## config.mk

```make
export PLATFORM = sky130hd
export DESIGN_NAME = mux4_scan_sequencer_flat
export DESIGN_NICKNAME = d
export VERILOG_FILES = /design/src/rtl/mux_scan_pkg.sv /design/src/rtl/mux4_scan_sequencer_if.sv /design/src/rtl/scan_dwell_counter.sv /design/src/rtl/mux4_scan_sequencer.sv /design/src/flat_wrapper.sv
export SDC_FILE = /design/constraint.sdc
export NUM_CORES = 1
export LEC_CHECK = 0
export BUFFER_PORTS_ARGS = -buffer_cell sky130_fd_sc_hd__buf_2
export CAP_MARGIN = 20
export CORE_MARGIN = 2
export CORE_UTILIZATION = 61
export CTS_CLUSTER_SIZE = 40
export DETAILED_ROUTE_END_ITERATION = 10
export GPL_ROUTABILITY_DRIVEN = 0
export HOLD_SLACK_MARGIN = 0.02
export PLACE_DENSITY = 0.8
export SYNTH_ARGS = -nofsm -noshare
export SYNTH_HDL_FRONTEND = slang
export SYNTH_HIERARCHICAL = 1
export SYNTH_SLANG_ARGS = --single-unit
```

## constraint.sdc

```tcl
create_clock -name clk -period 3.6 [get_ports clk]
set_clock_uncertainty 0.05 [all_clocks]
set_input_delay 0.72 -clock clk [delete_from_list [all_inputs] [get_ports clk]]
set_output_delay 0.72 -clock clk [all_outputs]
set_load 0.01 [all_outputs]
```

## src/rtl/mux_scan_pkg.sv

```systemverilog
// Shared definitions for the 4-channel scan sequencer: FSM encoding and channel constants.
package mux_scan_pkg;

  typedef enum logic [1:0] {
    IDLE   = 2'd0,
    SETTLE = 2'd1,
    SAMPLE = 2'd2,
    DONE   = 2'd3
  } scan_state_e;

  localparam int         NUM_CH  = 4;
  localparam logic [1:0] LAST_CH = 2'd3;

endpackage

```

## src/rtl/mux4_scan_sequencer_if.sv

```systemverilog
// Bundle between the scan sequencer and its surroundings (the 4:1 mux and the requester).
interface mux4_scan_sequencer_if;
  import mux_scan_pkg::*;

  // start is a level request taken only while idle; done is a one-cycle pulse
  // that coincides with the new sample value. There is no back-pressure.
  logic              start;
  logic              mux_out;
  logic [1:0]        select;
  logic              enable;
  logic              busy;
  logic              done;
  logic [NUM_CH-1:0] sample;
  scan_state_e       state;

  modport master (
    input  start, mux_out,
    output select, enable, busy, done, sample, state
  );

  modport slave (
    output start, mux_out,
    input  select, enable, busy, done, sample, state
  );

endinterface

```

## src/rtl/scan_dwell_counter.sv

```systemverilog
// Loadable down-counter that times the settle interval of each mux channel.
module scan_dwell_counter #(
  parameter int CNT_W = 8
) (
  input  logic             clk,
  input  logic             reset,
  input  logic             load,
  input  logic [CNT_W-1:0] load_val,
  input  logic             dec,
  output logic             zero
);

  logic [CNT_W-1:0] cnt_q, cnt_d;

  always_comb begin
    cnt_d = cnt_q;
    if (load) begin
      cnt_d = load_val;
    end else if (dec && (cnt_q != '0)) begin
      cnt_d = cnt_q - CNT_W'(1);
    end
  end

  always_ff @(posedge clk) begin
    if (reset) begin
      cnt_q <= '0;
    end else begin
      cnt_q <= cnt_d;
    end
  end

  assign zero = (cnt_q == '0);

endmodule

```

## src/rtl/mux4_scan_sequencer.sv

```systemverilog
// Walks a 4:1 mux through channels 0..3, settles DWELL cycles each, samples and publishes a snapshot.
// Define SCAN_CONTINUOUS_EN to chain scans back-to-back while start stays high.
module mux4_scan_sequencer
  import mux_scan_pkg::*;
#(
  parameter int DWELL = 2,
  parameter int CNT_W = 8
) (
  input  logic                   clk,
  input  logic                   reset,
  mux4_scan_sequencer_if.master  bus
);

  if ((DWELL < 1) || (DWELL > ((2 ** CNT_W) - 1))) begin : g_dwell_check
    $error("mux4_scan_sequencer: DWELL=%0d outside 1..2**CNT_W-1", DWELL);
  end

  scan_state_e       state_q, state_d;
  logic [1:0]        select_q, select_d;
  logic              enable_q, enable_d;
  logic              busy_q, done_q;
  logic [NUM_CH-1:0] shadow_q, shadow_d;
  logic [NUM_CH-1:0] sample_q, sample_d;
  logic              cnt_load, cnt_dec, cnt_zero;

  scan_dwell_counter #(.CNT_W(CNT_W)) u_dwell (
    .clk      (clk),
    .reset    (reset),
    .load     (cnt_load),
    .load_val (CNT_W'(DWELL - 1)),
    .dec      (cnt_dec),
    .zero     (cnt_zero)
  );

  always_comb begin
    state_d  = state_q;
    select_d = select_q;
    shadow_d = shadow_q;
    sample_d = sample_q;
    cnt_load = 1'b0;
    cnt_dec  = 1'b0;
    enable_d = 1'b0;

    case (state_q)
      IDLE: begin
        select_d = 2'd0;
        if (bus.start) begin
          state_d  = SETTLE;
          cnt_load = 1'b1;
        end
      end
      SETTLE: begin
        if (cnt_zero) begin
          state_d = SAMPLE;
        end else begin
          cnt_dec = 1'b1;
        end
      end
      SAMPLE: begin
        shadow_d[select_q] = bus.mux_out;
        if (select_q == LAST_CH) begin
          // Publish on entry to DONE so done and the new sample appear together.
          state_d  = DONE;
          sample_d = shadow_d;
        end else begin
          state_d  = SETTLE;
          select_d = select_q + 2'd1;
          cnt_load = 1'b1;
        end
      end
      DONE: begin
        select_d = 2'd0;
`ifdef SCAN_CONTINUOUS_EN
        if (bus.start) begin
          state_d  = SETTLE;
          cnt_load = 1'b1;
        end else begin
          state_d = IDLE;
        end
`else
        state_d = IDLE;
`endif
      end
      default: state_d = IDLE;
    endcase

`ifdef SCAN_CONTINUOUS_EN
    // Keep the mux enabled through DONE when another scan is about to follow.
    enable_d = (state_d == SETTLE) || (state_d == SAMPLE) || ((state_d == DONE) && bus.start);
`else
    enable_d = (state_d == SETTLE) || (state_d == SAMPLE);
`endif
  end

  always_ff @(posedge clk) begin
    if (reset) begin
      state_q  <= IDLE;
      select_q <= 2'd0;
      enable_q <= 1'b0;
      busy_q   <= 1'b0;
      done_q   <= 1'b0;
      shadow_q <= '0;
      sample_q <= '0;
    end else begin
      state_q  <= state_d;
      select_q <= select_d;
      enable_q <= enable_d;
      busy_q   <= (state_d != IDLE);
      done_q   <= (state_d == DONE);
      shadow_q <= shadow_d;
      sample_q <= sample_d;
    end
  end

  assign bus.select = select_q;
  assign bus.enable = enable_q;
  assign bus.busy   = busy_q;
  assign bus.done   = done_q;
  assign bus.sample = sample_q;
  assign bus.state  = state_q;

endmodule

```

## src/flat_wrapper.sv

```systemverilog
// flat-port wrapper written by rule: the top's interface ports become plain ports
module mux4_scan_sequencer_flat import mux_scan_pkg::*;
#(
  parameter int DWELL = 2,
  parameter int CNT_W = 8
)
  (clk, reset, bus_start, bus_mux_out, bus_select, bus_enable, bus_busy, bus_done, bus_sample, bus_state);
  mux4_scan_sequencer_if bus_i ();
  input  logic clk;
  input  logic reset;
  input wire logic [$bits(bus_i.start)-1:0] bus_start;
  input wire logic [$bits(bus_i.mux_out)-1:0] bus_mux_out;
  output wire logic [$bits(bus_i.select)-1:0] bus_select;
  output wire logic [$bits(bus_i.enable)-1:0] bus_enable;
  output wire logic [$bits(bus_i.busy)-1:0] bus_busy;
  output wire logic [$bits(bus_i.done)-1:0] bus_done;
  output wire logic [$bits(bus_i.sample)-1:0] bus_sample;
  output wire logic [$bits(bus_i.state)-1:0] bus_state;
  assign bus_i.start = bus_start;
  assign bus_i.mux_out = bus_mux_out;
  assign bus_select = bus_i.select;
  assign bus_enable = bus_i.enable;
  assign bus_busy = bus_i.busy;
  assign bus_done = bus_i.done;
  assign bus_sample = bus_i.sample;
  assign bus_state = bus_i.state;
  mux4_scan_sequencer #(.DWELL(DWELL), .CNT_W(CNT_W)) u_core (.clk(clk), .reset(reset), .bus(bus_i));
endmodule
```

==> results of run 1 <==
[worst max path at each step]
stage / startpoint / endpoint
2_1_floorplan: u_core/u_dwell/cnt_q[0] / u_core/u_dwell/cnt_q[7]
3_3_place_gp: u_core/bus.state[0] / u_core/u_dwell/cnt_q[1]
3_5_place_dp: u_core/bus.state[0] / u_core/u_dwell/cnt_q[1]
4_1_cts: u_core/bus.state[0] / u_core/u_dwell/cnt_q[1]
5_1_grt: u_core/bus.state[0] / u_core/u_dwell/cnt_q[1]
6_report: u_core/bus.state[0] / u_core/u_dwell/cnt_q[1]
[layer usage]
layer | vias up | track usage (%) | share of wire [%]
met2 | 12 | 35.7 | 47
met5 | - | 0 | 0
met1 | 478 | 26.8 | 50
met3 | 2 | 2.68 | 2.3
li1 | 532 | - | -
met4 | 0 | 6.76 | 0.52
[worst max-delay path, cell delays in order (launching register included)]
cell	delay, ps
dfxtp_1	390
inv_1	100
ha_1	540
inv_1	80
o21ai_0	810
clkinv_1	510
nand4b_1	240
o211ai_1	110
[layout by cell type (no fill, tap or decap), types with 2 or more instances in the layout]
cell type / count
o21ai_0: 4
a21bo_2: 4
mux2i_1: 6
nand2b_1: 3
ha_1: 12
a21oi_1: 12
inv_1: 9
or3_2: 2
nand2_1: 4
dfxtp_1: 22
nand3b_1: 2
nor2b_1: 3
a211oi_1: 2
buf_2: 14
nor3b_1: 3
clkbuf_4: 3
a21oi_2: 2
a311oi_1: 5
nor2_1: 8
xnor2_1: 3
conb_1: 8
or4_2: 2
nand3_1: 4
or4_1: 2
[cell families (layout without fill, tap and decap cells)]
| logic type | after synthesis | after routing | synth area share (%) |
|---|---|---|---|
| simple gates | 40 | 40 | 18.6 |
| compound gates | 39 | 39 | 23.2 |
| flops | 22 | 22 | 33.0 |
| buf+inv | 16 | 27 | 6.93 |
| fa+ha+maj | 12 | 12 | 11.2 |
| mux | 6 | 6 | 4.49 |
| xor+xnor | 3 | 3 | 1.97 |
| other cells | 2 | 8 | 0.562 |
[through the flow]
stage | std cells | area [sq um]
after floorplan | 146 | 1360
after global placement | 181 | 1410
after detailed placement | 181 | 1410
after CTS | 184 | 1430
after global routing | 184 | 1430
final | 184 | 1430
[flip-flops by register name, indices dropped and copies added, names as in the netlist]
name and cells:
u_core/bus.busy 1, u_core/bus.done 1, u_core/bus.enable 1, u_core/bus.sample 4, u_core/bus.select 2, u_core/bus.state 2, u_core/shadow_q 3, u_core/u_dwell/cnt_q 8
[power groups by stage]
stage	Sequential, W	Clock, W	Combinational [W]
floorplan	0.000318	0	0.000235
global placement	0.000316	0	0.000287
detailed placement	0.000320	0	0.000291
CTS	0.000314	0.000113	0.000296
global route	0.000320	0.000120	0.000333
finish	0.000314	0.000108	0.000296
[layout make-up]
class | count | area (sq um) | area share, %
Timing Repair Buffer | 14 | 70.1 | 4.90
Tap cell | 27 | 33.8 | 2.36
Multi-Input combinational cell | 108 | 826 | 57.7
Inverter | 10 | 37.5 | 2.62
Clock buffer | 3 | 22.5 | 1.57
Sequential cell | 22 | 440 | 30.8
==> flow_summary.json, run 1 <==
{
  "status": "finished clean",
  "core_sq_um": 2020,
  "fin_crit_ps": 2930,
  "fp-row-count": 16,
  "first_pass_iters": 4,
  "dp_slack_ps": 753,
  "cap_violations": 0,
  "holdPathEnd": "u_core/bus.sample[2]",
  "netlist_top_cells_area": "dfxtp_1, ha_1, a21oi_1",
  "grt_pass1_vias": 1001,
  "path_max_fanout": 18,
  "start_util_pct": 66.1,
  "worstPathRequired_ps": 3730,
  "cts_resized": 0,
  "h-tree-depth": 1,
  "clock_latency_ps": 300,
  "grt_pass1_wl_microns": 4130,
  "synthTopCellsByCount": "dfxtp_1, a21oi_1, ha_1",
  "maxSlewHeadroom_pct": 31.9,
  "hold_depth": 2,
  "slew_violations": 0,
  "fillers": 173,
  "die_area_sq_um": 2580,
  "power_density_nw_per_um2": 502,
  "antenna_found_initial": 0,
  "hp-class": "reg2reg",
  "cts-root-buf": "clkbuf_4",
  "final_util_pct": 70.7,
  "drive_gt1_share_pct": 21.7,
  "ys_warn_count": 6,
  "tritoncts": "done",
  "total_power_w": 0.000718,
  "hpwl_microns": 1670,
  "r2r_end": "u_core/u_dwell/cnt_q[1]",
  "grt_max_degree": 27,
  "postSynth.asyncResetShare_pct": 0,
  "ant_nets": 0,
  "synth_seq_cells": 22,
  "fmax_ghz": 0.341,
  "path_clk_slew_ps": 120,
  "synth_area_sq_um": 1340,
  "rsz0062_at_grt": "false",
  "ys_types": 45,
  "holdBufCountCts": 0,
  "synthFlopType": "dfxtp_1",
  "yosysTopAreaCell": "dfxtp_1",
  "drt_iter0_markers": 16,
  "synthCells": 140,
  "fin_ws_ps": 665,
  "grt_overflow": 0,
  "syn_area_per_cell_sq_um": 9.54,
  "cts_setup_buffers": 0,
  "reg2reg_slack_ps": 670,
  "synth-seq-area-share_pct": 33.0,
  "synth_edf_count": 0,
  "vdd_drop_max_v": 0.000331,
  "worstPathArrival_ps": 3060,
  "rr_startpoint": "u_core/bus.state[0]",
  "cts.path.max_buffers": 2,
  "vias_per_cell": 5.57,
  "cts_made_buffers": 3,
  "critPathLaunchType": "flip-flop",
  "wl_per_cell_microns": 12.6,
  "tightest_slew_ps": 1010,
  "via_count": 1024,
  "area_growth_pct": 7.02,
  "period_share_pct": 81.5,
  "path_class": "reg2reg",
  "fin_tns_setup_ps": 0,
  "drc": 0,
  "io_pins": 15,
  "p_leak_nw": 0.572,
  "clockPowerShare_pct": 15.1,
  "power_frac_comb_pct": 41.2,
  "num-nets-final": 175,
  "hp-start": "u_core/bus.sample[2]",
  "switchingPower_w": 0.000268,
  "grtUsageTotal_pct": 20.8,
  "wl_microns": 2320,
  "end_kind": "flip-flop",
  "pwr-share-seq_pct": 43.8,
  "die_w_microns": 50.8,
  "diodes": 0,
  "die_h_microns": 50.8,
  "synth_top_area_share_pct": 33.0,
  "io_buffer_count": 14,
  "clock-sinks": 22,
  "sw_frac_of_total_pct": 37.3,
  "p_int_w": 0.000450,
  "holdWs_ps": 463,
  "rr_worst_depth": 7,
  "finalSetupViolCount": 0,
  "hold_viol": 0,
  "yosysMostFrequentCell": "dfxtp_1"
}
Power figures use the tool's default switching activity.
==> run 2, diff against run 1 <==
- CORE_UTILIZATION: 61 -> 51
- PLACE_DENSITY: 0.8 -> 0.71
- clock period: 3.6 -> 2.5 ns (I/O delays scaled with it)
==> run 2 against run 1 <==
  * Wire length is 7.6% higher
  * Clock power is 48% higher
  * Register-to-register slack lost 470 ps
  * Highest routed layer unchanged
==> flow_summary.json, run 2 (synthesized netlist as in run 1, its figures left out) <==
{
  "status": "finished clean",
  "path_class": "reg2reg",
  "clockPowerShare_pct": 15.1,
  "critical-path-top-delay-family": "simple AND/OR/NAND/NOR gates",
  "final_common_cell": "dfxtp_1",
  "placed_cell_area_sq_um": 1430,
  "via_count": 1036,
  "final_cell_mix": "dfxtp_1, buf_2, a21oi_1, ha_1, inv_1",
  "largest_reg_flops": 8,
  "crit_top_cell": "inv_1",
  "drc": 0,
  "p_leak_nw": 0.589,
  "power_density_nw_per_um2": 721,
  "wl_per_cell_microns": 13.2,
  "period_share_pct": 92.0,
  "path_max_fanout": 5,
  "drive_gt1_share_pct": 24.4,
  "tightest_slew_ps": 507,
  "worstPathRequired_ps": 2630,
  "tritoncts": "done",
  "grt_overflow": 0,
  "hp-class": "in2reg",
  "pwr-share-seq_pct": 43.0,
  "reg2reg_slack_ps": 200,
  "io_buffer_count": 14,
  "die_area_sq_um": 3050,
  "cts_made_buffers": 3,
  "sw_frac_of_total_pct": 37.8,
  "grtUsageTotal_pct": 19.4,
  "power_frac_comb_pct": 41.9,
  "fp-row-count": 18,
  "hold_viol": 0,
  "die_h_microns": 55.2,
  "critPathBufInv": 2,
  "clock-sinks": 22,
  "holdWs_ps": 461,
  "worstPathArrival_ps": 2430,
  "num-nets-final": 178,
  "critPathLaunchType": "flip-flop",
  "slew_violations": 0,
  "path_clk_slew_ps": 120,
  "design_area_sq_um": 1470,
  "clock_latency_ps": 300,
  "vdd_drop_max_v": 0.000585,
  "grt_max_degree": 27,
  "cpPeakStageDelay_ps": 490,
  "p_int_w": 0.000657,
  "fin_crit_ps": 2300,
  "grt_pass1_vias": 980,
  "io_pins": 15,
  "wl_microns": 2500,
  "fin_tns_setup_ps": 0,
  "rsz0062_at_grt": "false",
  "die_w_microns": 55.2,
  "cp_slowest_cell": "or3b_2",
  "cts-root-buf": "clkbuf_4",
  "start_util_pct": 53.9,
  "cap_violations": 0,
  "grt_pass1_wl_microns": 4250,
  "switchingPower_w": 0.000400,
  "finalSetupViolCount": 0,
  "ant_nets": 0,
  "vias_per_cell": 5.45,
  "hpwl_microns": 1860,
  "diodes": 0,
  "holdBufCountCts": 0,
  "fillers": 244,
  "h-tree-depth": 1,
  "end_kind": "flip-flop",
  "core_sq_um": 2480,
  "total_power_w": 0.00106,
  "antenna_found_initial": 0,
  "area_growth_pct": 9.64,
  "fmax_ghz": 0.435,
  "first_pass_iters": 4,
  "maxSlewHeadroom_pct": 65.9,
  "regMostFlops": "u_core/u_dwell/cnt_q",
  "cts.path.max_buffers": 2,
  "crit_chain": "inv_1 > ha_1 > inv_1 > nor4_2 > nor2b_2 > or3b_2 > nor3_1 > mux2i_1 > a211oi_1",
  "drt_iter0_markers": 8
}
## run 2: cell count changes in the layout (fill, tap and decap cells not counted), sizes merged
| cell | change |
|---|---|
| buf | +3 |
## run 2: what timing repair did
| item | CTS | global route |
|---|---|---|
| resized for setup | 0 | 2 |
| buffers inserted | 0 | 0 |
| endpoints found under the setup margin | 0 | 4 |
## run 2: power groups by stage
| stage | Clock, W | Combinational, W | Sequential, W |
|---|---|---|---|
| after floorplan | 0 | 0.000339 | 0.000458 |
| after global placement | 0 | 0.000422 | 0.000458 |
| after detailed placement | 0 | 0.000436 | 0.000461 |
| after CTS | 0.000167 | 0.000438 | 0.000453 |
| after global routing | 0.000181 | 0.000502 | 0.000463 |
| final | 0.000160 | 0.000443 | 0.000454 |
## run 2: per-layer routing
metal	GRT usage, %	routed length, microns
met5	0	0
met4	7.72	16
met3	2.96	91
met2	30.0	1150
met1	27.2	1240
## run 2: worst min-delay path, delay by kind of cell
family                 cells  cell delay (ps)
AO/OA/AOI/OAI              1               50
buffers and inverters      1              140
AND/OR/NAND/NOR            1               90
## run 2: path summary, 6_finish.rpt
path	start	endpoint	depth (start not counted)
hold reg to reg	u_core/bus.sample[1]	u_core/bus.sample[1]	2
setup reg to reg	u_core/u_dwell/cnt_q[1]	u_core/u_dwell/cnt_q[7]	9
setup / recovery	u_core/u_dwell/cnt_q[1]	u_core/u_dwell/cnt_q[7]	9
hold / removal	bus_mux_out	u_core/bus.sample[3]	3
## run 2: layout make-up
type	instances	area (sq um)	area share [%]
multi-input combinational	108	835	57.0
timing repair buffer	17	92.6	6.32
sequential	22	440	30.1
tap	30	37.5	2.56
inverter	10	37.5	2.56
clock buffer	3	22.5	1.54
## run 2: stage by stage
step	worst slack [ps]	std cells	util, %
after floorplan	298	146	-
after global placement	168	187	57.9
after detailed placement	89.2	187	57.9
after CTS	78.0	190	58.8
after global routing	49.9	190	59.1
final	200	190	59.1
==> run 3, diff against run 2 <==
- CELL_PAD_IN_SITES_DETAIL_PLACEMENT: not set -> 1
- CELL_PAD_IN_SITES_GLOBAL_PLACEMENT: not set -> 1
- CORE_UTILIZATION: 51 -> 40
- TNS_END_PERCENT: not set -> 10
==> run 3 against run 2 <==
  * Hold slack worse by 24 ps
  * Largest cell class unchanged
  * Largest power group is now combinational logic
  * Cell count is 7.9% higher
  * Critical endpoint is now u_core/u_dwell/cnt_q[3]
  * Combinational power is 4% higher
  * Critical path depth stayed put
  * Fmax is 0.12% lower
  * Non-clock buffer count stayed put
  * Total power is 6.1% higher
  * Sequential cell count stayed put
  * Clock power is 28% higher
==> flow_summary.json, run 3 (synthesized netlist as in run 1, its figures left out) <==
{
  "status": "finished clean",
  "finalSetupViolCount": 0,
  "p_leak_nw": 0.598,
  "crit_chain": "inv_1 > ha_1 > inv_1 > nor4_2 > nor2b_2 > or3b_2 > o21ai_0 > o21ai_0 > o21a_1",
  "worstPathRequired_ps": 2680,
  "h-tree-depth": 1,
  "cts-root-buf": "clkbuf_4",
  "largest_reg_flops": 8,
  "io_buffer_count": 14,
  "drt_iter0_markers": 28,
  "hold_depth": 3,
  "end_kind": "flip-flop",
  "final_common_cell": "dfxtp_1",
  "tightest_slew_ps": 675,
  "critPathBufInv": 2,
  "die_w_microns": 61.8,
  "ant_nets": 0,
  "cpPeakStageDelay_ps": 500,
  "path_class": "reg2reg",
  "path_clk_slew_ps": 130,
  "hpwl_microns": 2210,
  "critical-path-top-delay-family": "simple AND/OR/NAND/NOR gates",
  "area_growth_pct": 12.4,
  "clock-sinks": 22,
  "cts_setup_buffers": 0,
  "final_util_pct": 48.0,
  "critPathLaunchType": "flip-flop",
  "period_share_pct": 92.1,
  "cts.path.max_buffers": 2,
  "r2r_end": "u_core/u_dwell/cnt_q[3]",
  "vdd_drop_max_v": 0.000452,
  "rr_worst_depth": 9,
  "rr_startpoint": "u_core/u_dwell/cnt_q[0]",
  "first_pass_iters": 4,
  "cts_made_buffers": 3,
  "dp_slack_ps": 41.6,
  "diodes": 0,
  "core_sq_um": 3130,
  "final_cell_mix": "dfxtp_1, buf_2, a21oi_1, ha_1, inv_1",
  "io_pins": 15,
  "fin_crit_ps": 2300,
  "wl_per_cell_microns": 14.5,
  "holdBufCountCts": 0,
  "grtUsageTotal_pct": 17.8,
  "die_h_microns": 61.8,
  "grt_overflow": 0,
  "path_max_fanout": 5,
  "fin_ws_ps": 197,
  "grt_pass1_wl_microns": 4930,
  "via_count": 1080,
  "maxSlewHeadroom_pct": 54.5,
  "worst-path-stages": 9,
  "power_density_nw_per_um2": 747,
  "tritoncts": "done",
  "grt_max_degree": 27,
  "die_area_sq_um": 3820,
  "worstPathArrival_ps": 2480,
  "start_util_pct": 42.7,
  "fmax_ghz": 0.434,
  "wl_microns": 2980,
  "vias_per_cell": 5.27,
  "antenna_found_initial": 0,
  "cp_slowest_cell": "or3b_2",
  "num-nets-final": 178,
  "clock_latency_ps": 320,
  "drive_gt1_share_pct": 25.5,
  "cts_resized": 0,
  "slew_violations": 0,
  "cap_violations": 0,
  "drc": 0,
  "hp-start": "bus_mux_out",
  "hold_viol": 0,
  "grt_pass1_vias": 1110,
  "regMostFlops": "u_core/u_dwell/cnt_q",
  "fp-row-count": 20,
  "holdPathEnd": "u_core/bus.sample[3]",
  "rsz0062_at_grt": "true",
  "reg2reg_slack_ps": 200,
  "hp-class": "in2reg"
}
[run 3: cell count changes in the layout (fill, tap and decap cells not counted), sizes merged]
cell and change:
clkbuf +1
[run 3: stage by stage]
step	hold WS (ps)	area (sq um)	instances	total power, W	TNS (ps)
floorplan	430	1360	146	0.000797	0
global placement	438	1450	201	0.000889	0
detailed placement	447	1450	201	0.000911	0
CTS	436	1490	205	0.00112	0
global route	452	1500	205	0.00121	-19.1
finish	437	1500	205	0.00112	0
[run 3: tightest hold or removal path, cell delays in order]
cell     delay, ps
buf_2          140
nand3_1         80
a21oi_1         50
[run 3: layout make-up]
type	count	area, sq um
inverter	10	37.5
clock buffer	4	36.3
multi-input combinational	108	840
timing repair buffer	17	92.6
sequential	22	440
fill	381	1630
tap	44	55.1
[run 3: how the worst max path moves through the flow]
stage | to | from | slack [ps]
2_1_floorplan | u_core/u_dwell/cnt_q[7] | u_core/u_dwell/cnt_q[0] | 300
3_3_place_gp | u_core/u_dwell/cnt_q[7] | u_core/u_dwell/cnt_q[0] | 150
3_5_place_dp | u_core/u_dwell/cnt_q[7] | u_core/u_dwell/cnt_q[0] | 40
4_1_cts | u_core/u_dwell/cnt_q[7] | u_core/u_dwell/cnt_q[0] | 10
5_1_grt | u_core/u_dwell/cnt_q[3] | u_core/u_dwell/cnt_q[1] | -20
6_report | u_core/u_dwell/cnt_q[3] | u_core/u_dwell/cnt_q[0] | 200
[run 3: routing by layer]
metal,track usage [%],up-vias,wire length (microns)
met4,9.42,0,58
met5,0,-,0
met3,2.90,6,78
met2,28.3,14,1380
li1,-,543,-
met1,23.1,517,1470
[run 3: where the power goes]
part           switching, W  total [W]  internal [W]
Sequential        0.0000565   0.000457      0.000401
Clock              0.000116   0.000205     0.0000892
Combinational      0.000256   0.000459      0.000202
